--- config.mk ---
export PLATFORM = sky130hd
export DESIGN_NAME = uart_rx
export DESIGN_NICKNAME = d
export VERILOG_FILES = /design/src/rtl/uart_rx.sv
export SDC_FILE = /design/constraint.sdc
export NUM_CORES = 1
export LEC_CHECK = 0
export BUFFER_PORTS_ARGS = -buffer_cell sky130_fd_sc_hd__buf_2
export CAP_MARGIN = 20
export CELL_PAD_IN_SITES_DETAIL_PLACEMENT = 0
export CELL_PAD_IN_SITES_GLOBAL_PLACEMENT = 1
export CORE_MARGIN = 5
export CORE_UTILIZATION = 35
export DETAILED_ROUTE_END_ITERATION = 12
export PLACE_DENSITY_LB_ADDON = 0.12
export SYNTH_ARGS = -nofsm -noshare
export SYNTH_HDL_FRONTEND = slang
export SYNTH_SLANG_ARGS = --single-unit
--- constraint.sdc ---
create_clock -name clk -period 2.8 [get_ports clk]
set_input_delay 0 -clock clk [delete_from_list [all_inputs] [get_ports clk]]
set_output_delay 0 -clock clk [all_outputs]
set_load 0.02 [all_outputs]
--- src/rtl/uart_rx.sv ---
// uart_rx: 8N1 UART receiver.
// The serial line is oversampled at the clk rate. A falling edge qualified
// at mid start bit opens a frame. Each data bit is then sampled one full bit
// period after the previous sample, so every sample lands near mid-bit.
// A byte is delivered with a one-cycle rx_dv strobe. A low stop bit raises
// a one-cycle frame_err strobe instead. All outputs are registered.
module uart_rx #(
    parameter int CLKS_PER_BIT = 100
) (
    input  logic       clk,
    input  logic       rst_n,
    input  logic       rx_serial,
    output logic [7:0] rx_data,
    output logic       rx_dv,
    output logic       frame_err,
    output logic       rx_busy
);

    // Counter must hold CLKS_PER_BIT-1; at least one bit wide.
    localparam int CNT_W = (CLKS_PER_BIT > 1) ? $clog2(CLKS_PER_BIT) : 1;
    localparam logic [CNT_W-1:0] HALF_CNT = CNT_W'((CLKS_PER_BIT - 1) / 2);
    localparam logic [CNT_W-1:0] LAST_CNT = CNT_W'(CLKS_PER_BIT - 1);

    typedef enum logic [2:0] {
        S_IDLE,
        S_START,
        S_DATA,
        S_STOP,
        S_WAIT_IDLE
    } state_t;

    logic             sync1_q;
    logic             rx_s_q;
    state_t           state_q,     state_d;
    logic [CNT_W-1:0] cnt_q,       cnt_d;
    logic [2:0]       bit_idx_q,   bit_idx_d;
    logic [7:0]       shift_q,     shift_d;
    logic [7:0]       rx_data_q,   rx_data_d;
    logic             rx_dv_q,     rx_dv_d;
    logic             frame_err_q, frame_err_d;
    logic             rx_busy_q,   rx_busy_d;

    // Two-flop synchronizer; both flops idle high, matching the idle line.
    always_ff @(posedge clk or negedge rst_n) begin
        if (!rst_n) begin
            sync1_q <= 1'b1;
            rx_s_q  <= 1'b1;
        end else begin
            sync1_q <= rx_serial;
            rx_s_q  <= sync1_q;
        end
    end

    // Next-state, counters, shift register and output strobes.
    always_comb begin
        state_d     = state_q;
        cnt_d       = cnt_q;
        bit_idx_d   = bit_idx_q;
        shift_d     = shift_q;
        rx_data_d   = rx_data_q;
        rx_dv_d     = 1'b0;
        frame_err_d = 1'b0;

        unique case (state_q)
            S_IDLE: begin
                cnt_d     = '0;
                bit_idx_d = 3'd0;
                if (!rx_s_q) begin
                    state_d = S_START;
                end
            end

            // Re-check the line at mid start bit to reject short glitches.
            S_START: begin
                if (cnt_q == HALF_CNT) begin
                    cnt_d     = '0;
                    bit_idx_d = 3'd0;
                    state_d   = rx_s_q ? S_IDLE : S_DATA;
                end else begin
                    cnt_d = cnt_q + CNT_W'(1);
                end
            end

            // One full bit period after the previous mid-bit point; LSB first.
            S_DATA: begin
                if (cnt_q == LAST_CNT) begin
                    cnt_d              = '0;
                    shift_d[bit_idx_q] = rx_s_q;
                    bit_idx_d          = bit_idx_q + 3'd1;
                    if (bit_idx_q == 3'd7) begin
                        state_d = S_STOP;
                    end
                end else begin
                    cnt_d = cnt_q + CNT_W'(1);
                end
            end

            // The byte is published only when the stop bit is high.
            S_STOP: begin
                if (cnt_q == LAST_CNT) begin
                    cnt_d   = '0;
                    state_d = S_WAIT_IDLE;
                    if (rx_s_q) begin
                        rx_data_d = shift_q;
                        rx_dv_d   = 1'b1;
                    end else begin
                        frame_err_d = 1'b1;
                    end
                end else begin
                    cnt_d = cnt_q + CNT_W'(1);
                end
            end

            // A held-low line (break) parks here, so it reports only one error.
            S_WAIT_IDLE: begin
                cnt_d = '0;
                if (rx_s_q) begin
                    state_d = S_IDLE;
                end
            end

            default: begin
                state_d = S_IDLE;
                cnt_d   = '0;
            end
        endcase

        rx_busy_d = (state_d != S_IDLE);
    end

    // State, datapath and registered outputs.
    always_ff @(posedge clk or negedge rst_n) begin
        if (!rst_n) begin
            state_q     <= S_IDLE;
            cnt_q       <= '0;
            bit_idx_q   <= 3'd0;
            shift_q     <= 8'h00;
            rx_data_q   <= 8'h00;
            rx_dv_q     <= 1'b0;
            frame_err_q <= 1'b0;
            rx_busy_q   <= 1'b0;
        end else begin
            state_q     <= state_d;
            cnt_q       <= cnt_d;
            bit_idx_q   <= bit_idx_d;
            shift_q     <= shift_d;
            rx_data_q   <= rx_data_d;
            rx_dv_q     <= rx_dv_d;
            frame_err_q <= frame_err_d;
            rx_busy_q   <= rx_busy_d;
        end
    end

    assign rx_data   = rx_data_q;
    assign rx_dv     = rx_dv_q;
    assign frame_err = frame_err_q;
    assign rx_busy   = rx_busy_q;

endmodule

==> results.sh, run 1 <==
export IMPL_outcome="completed"
export IMPL_place_hpwl_um=1990
export IMPL_cts_setup_buffers=0
export IMPL_grt_overflow=0
export IMPL_cp_max_fo=12
export IMPL_num_vias=1004
export IMPL_synth_top_area_share_pct=51.9
export IMPL_netlist_area_sq_um=1540
export IMPL_chipHeight_um=76.4
export IMPL_initial_utilization_pct=35.7
export IMPL_worst_slew_pin_slew_ns=0.757
export IMPL_p_total_mw=0.883
export IMPL_cts_sinks=34
export IMPL_syn_area_per_cell_sq_um=12.1
export IMPL_cp_start_kind="flop"
export IMPL_vias_per_cell=5.10
export IMPL_worstPathRequired_ns=2.97
export IMPL_cp_data_arrival_time_ns=1.97
export IMPL_ioPinCount=14
export IMPL_crit_type="reg2reg"
export IMPL_vdd_drop_max_mv=0.196
export IMPL_grt_pass1_wl_um=5150
export IMPL_avgRoutedWirePerCell_um=14.7
export IMPL_drive_above_1_share_pct=27.6
export IMPL_first_iter_violations=43
export IMPL_ctsResizeCount=0
export IMPL_drtPass1Iterations=4
export IMPL_insertedDiodeCount=0
export IMPL_antenna_left=0
export IMPL_numCtsBuffers=5
export IMPL_syn_nets=134
export IMPL_numPortBuffers=13
export IMPL_finalMaxSlewViolations=0
export IMPL_n_fill_cell=446
export IMPL_yosysSeqAreaShare_pct=55.3
export IMPL_fp_dieW_um=76.4
export IMPL_end_kind="flop"
export IMPL_p_leak_nw=0.861
export IMPL_yosys_top_cells_area="dfrtp_1 52%, mux2_2 10%, dfstp_2 3.4%, ha_1 3.2%, nor2_1 3.2%"
export IMPL_drcViolationCount=0
export IMPL_drv_cap=0
export IMPL_antenna_found_initial=0
export IMPL_timing_final_crit_share_pct=64.1
export IMPL_grt_usage_pct=11.1
export IMPL_htree_levels=2
export IMPL_rsz0062_at_grt="false"
export IMPL_cts_hold_buf=2
export IMPL_grt_max_degree=35
export IMPL_dieArea_sq_um=5840
export IMPL_skew_ns=0.00354
export IMPL_core_area_sq_um=4320
export IMPL_relSlewSlack_pct=49.5
export IMPL_final_hold_viol_count=0
export IMPL_clockBufferDepth=2
export IMPL_clk_latency_ns=0.29
export IMPL_synthCells=127
export IMPL_fin_nets=151
export IMPL_setup_tns_ns=0
export IMPL_yosys_warnings=0
export IMPL_clkSlewWorstSetupHoldPaths_ns=0.07
export IMPL_drt_wl_total_um=2900
export IMPL_p_per_area_nw_per_um2=504
export IMPL_synth_area_leader_cell="dfrtp_1"
export IMPL_grt_pass1_vias=1081
export IMPL_synth_cell_types=36
export IMPL_clock_root_buffer="clkbuf_8"
export IMPL_synth_seq_cells=34
export IMPL_holdCritPathClass="in2async"
export IMPL_num_rows=24
export IMPL_cts_tree="built"
export IMPL_setup_viol=0
export IMPL_syn2layout_area_growth_pct=13.6
export IMPL_place_congestion=0.737
export IMPL_clock_fmax_ghz=0.557
export IMPL_min_period_ns=1.80
-- kinds of logic (layout without fill, tap and decap cells) --
kind of cell | after synthesis | count (layout) | share of synthesized area [%]
muxes | 14 | 14 | 10.2
buffers and inverters | 9 | 27 | 3.00
adders and majority gates | 4 | 4 | 3.24
and+or+nand+nor | 44 | 44 | 16.6
DFF | 34 | 34 | 55.3
AOI/OAI and AO/OA | 17 | 17 | 8.76
xor gates and xnor gates | 5 | 5 | 2.84
-- cell usage after synthesis (all sizes together) --
library cell	number
nand2	5
and2	1
a31oi	3
nor3b	3
inv	4
buf	2
nand4	2
nand4b	1
and4b	1
o32a	1
mux2	14
nor3	5
a32o	3
dfstp	2
o211ai	1
xnor2	3
and3	1
clkbuf	3
nor2b	1
nor2	13
ha	4
xor2	2
dfrtp	32
o21ai	2
a21oi	2
nand2b	2
a221o	1
nand3	7
o31ai	2
nor4	1
and3b	1
a221oi	1
a2bb2oi	1
-- cell usage in the layout (no fill, tap or decap), types with 2 or more instances in the layout --
master         instances
dfstp_2                2
nand2_1                5
a21oi_1                2
ha_1                   4
dfrtp_1               32
mux2_2                14
buf_2                 13
nand3_1                7
o31ai_1                2
a31oi_1                3
xor2_1                 2
clkbuf_8               6
a32o_1                 3
nand2b_1               2
nor2_1                13
xnor2_1                3
nor3_1                 5
nor3b_1                2
dlygate4sd3_1          2
o21ai_0                2
inv_1                  4
-- worst paths after layout --
path / from / endpoint / slack (ns) / cells past startpoint
worst max register to register: state_q[1] / shift_q[0] / 1.00 / 4
min in group clk: rx_serial / sync1_q / 0.35 / 2
max in group asynchronous: rst_n / shift_q[0] / 1.99 / 2
worst min register to register: sync1_q / rx_s_q / 0.36 / 0
worst min-delay path: rst_n / frame_err / 0.33 / 2
worst max-delay path: state_q[1] / shift_q[0] / 1.00 / 4
-- stage by stage --
step           area, sq um  worst slack (ns)  cells  hold slack, ns  utilization, %
6_report              1750              1.00    197           0.327            40.5
3_5_place_dp          1640             0.990    187           0.109            38.0
4_1_cts               1750             0.973    197           0.344            40.5
5_1_grt               1750             0.795    197           0.361            40.5
2_1_floorplan         1540              1.09    127          -0.296               -
3_3_place_gp          1640             0.968    187           0.103            38.0
-- worst max-delay path: stages (launching register included) --
cell and delay [ns]:
dfrtp_1 0.58, nand2b_1 0.22, nor4_1 0.26, nor3b_1 0.26
mux2_2 0.36
-- layout make-up --
| type | count | area, sq um | share of cell area, % |
|---|---|---|---|
| sequential | 34 | 853 | 48.7 |
| inverter | 4 | 15.0 | 0.857 |
| timing repair buffer | 15 | 85.1 | 4.85 |
| clock buffer | 7 | 86.3 | 4.93 |
| tap | 52 | 65.1 | 3.71 |
| multi-input combinational | 84 | 643 | 36.7 |
| clock inverter | 1 | 5.00 | 0.286 |
-- registers in the layout (all words and copies together) (netlist names) --
register   flops
rx_s_q         1
rx_dv          1
sync1_q        1
shift_q        8
rx_busy        1
rx_data        8
bit_idx_q      3
cnt_q          7
frame_err      1
state_q        3
-- metal layers --
metal / vias up / share of wire, % / GRT usage, %
li1: 494 / - / -
met5: - / 0 / 0
met1: 489 / 46 / 13.6
met3: 6 / 4.4 / 3.78
met4: 0 / 2.3 / 6.12
met2: 15 / 47 / 17.1
-- where the power goes --
group | switching [mW] | internal (mW) | total (mW)
clock | 0.175 | 0.198 | 0.373
combinational | 0.0103 | 0.00301 | 0.0133
sequential | 0.00329 | 0.494 | 0.497
(Power assumes the default switching activity.)
==> run 2: changes to the inputs <==
- clock period: 2.8 -> 1.8 ns (I/O delays scaled with it)
==> results.sh, run 2 (same netlist as run 1, synthesis figures left out) <==
export IMPL_worstPathRequired_ns=1.96
export IMPL_fp_dieW_um=76.4
export IMPL_worst_slew_pin_slew_ns=0.748
export IMPL_grt_overflow=0
export IMPL_grt_max_degree=35
export IMPL_skew_ns=0.00418
export IMPL_numPortBuffers=13
export IMPL_drtPass1Iterations=4
export IMPL_drt_wl_total_um=3010
export IMPL_clk_latency_ns=0.28
export IMPL_timing_final_crit_share_pct=95.4
export IMPL_clock_fmax_ghz=0.582
export IMPL_setup_viol=0
export IMPL_chipHeight_um=76.4
export IMPL_timing_hold_ws_ns=0.328
export IMPL_htree_levels=2
export IMPL_cts_tree="built"
export IMPL_grt_pass1_vias=1075
export IMPL_cp_start_kind="flop"
export IMPL_num_vias=1039
export IMPL_clkSlewWorstSetupHoldPaths_ns=0.06
export IMPL_place_hpwl_um=2150
export IMPL_num_rows=24
export IMPL_p_leak_nw=0.912
export IMPL_relSlewSlack_pct=50.1
export IMPL_vdd_drop_max_mv=0.337
export IMPL_grt_pass1_wl_um=5310
export IMPL_dieArea_sq_um=5840
export IMPL_drv_cap=0
export IMPL_drcViolationCount=0
export IMPL_min_period_ns=1.72
export IMPL_final_area_sq_um=1850
export IMPL_ioPinCount=14
export IMPL_setup_tns_ns=0
export IMPL_antenna_left=0
export IMPL_grt_usage_pct=11.4
export IMPL_dpl_cell_area_sq_um=1720
export IMPL_finalMaxSlewViolations=0
export IMPL_end_kind="flop"
export IMPL_drive_above_1_share_pct=36.1
export IMPL_initial_utilization_pct=35.7
export IMPL_syn2layout_area_growth_pct=20.0
export IMPL_clockBufferDepth=2
export IMPL_final_common_cell="dfrtp_1"
export IMPL_layout_common_cells="32 x dfrtp_1, 14 x mux2_2, 13 x nor2_1, 13 x buf_2, 12 x buf_4"
export IMPL_place_congestion=0.793
export IMPL_first_iter_violations=37
export IMPL_p_per_area_nw_per_um2=725
export IMPL_antenna_found_initial=0
export IMPL_core_area_sq_um=4320
export IMPL_avgRoutedWirePerCell_um=14.5
export IMPL_clock_root_buffer="clkbuf_8"
export IMPL_cts_sinks=34
export IMPL_rsz0062_at_grt="false"
export IMPL_outcome="completed"
export IMPL_vias_per_cell=5.02
export IMPL_holdCritPathClass="in2async"
export IMPL_insertedDiodeCount=0
export IMPL_fin_nets=163
export IMPL_final_hold_viol_count=0
export IMPL_cp_max_fo=9
export IMPL_crit_type="reg2reg"
export IMPL_cp_data_arrival_time_ns=1.88
export IMPL_numCtsBuffers=5
run 2: worst max-delay path: stages, from the launching register on:
cell and delay, ns:
dfrtp_1 0.39, ha_2 0.21, and3b_2 0.24, and2_4 0.20, nand4_4 0.19, mux2_2 0.36
run 2: timing repair:
item,CTS,global route
hold buffers,2,0
gates resized for setup,0,5
setup endpoints to repair,0,15
endpoints found under the hold margin,33,0
setup buffers,0,2
run 2: where the power goes:
part	total, mW	internal (mW)	switching [mW]	leakage (nW)
Combinational	0.0244	0.00609	0.0183	0.421
Sequential	0.772	0.769	0.00318	0.448
Clock	0.546	0.295	0.252	0.0431
run 2: cell type report:
class | count | area (sq um)
clock buffers | 6 | 82.6
fillers | 429 | 2470
inverters | 4 | 15.0
multi-input cells | 84 | 659
flip-flops and latches | 34 | 853
well taps | 52 | 65.1
repair buffers | 27 | 175
run 2: path summary, 6_finish.rpt:
| path | from | endpoint | slack (ns) | depth (start not counted) |
|---|---|---|---|---|
| setup / recovery | cnt_q[0] | rx_data[0] | 0.08 | 5 |
| hold / removal | rst_n | frame_err | 0.33 | 2 |
| setup reg to reg | cnt_q[0] | rx_data[0] | 0.08 | 5 |
| hold reg to reg | sync1_q | rx_s_q | 0.36 | 0 |
| max in group asynchronous | rst_n | shift_q[1] | 0.99 | 2 |
| min in group clk | rx_serial | sync1_q | 0.36 | 2 |
run 2: metrics by stage:
stage,instances,util (%),worst slack (ns),power [mW]
4_1_cts,205,42.1,0.0359,1.37
2_1_floorplan,127,-,0.0920,0.787
5_1_grt,207,42.8,0.0222,1.40
3_5_place_dp,197,39.7,0.0536,0.808
6_report,207,42.8,0.0821,1.34
3_3_place_gp,197,39.7,0.0995,0.808
run 2: metal layers:
layer	vias to the layer above	GRT usage, %	wire, um
met5	-	0	0
met4	0	4.72	51
met3	6	3.66	117
met2	15	18.3	1460
met1	502	14.1	1380
li1	516	-	-
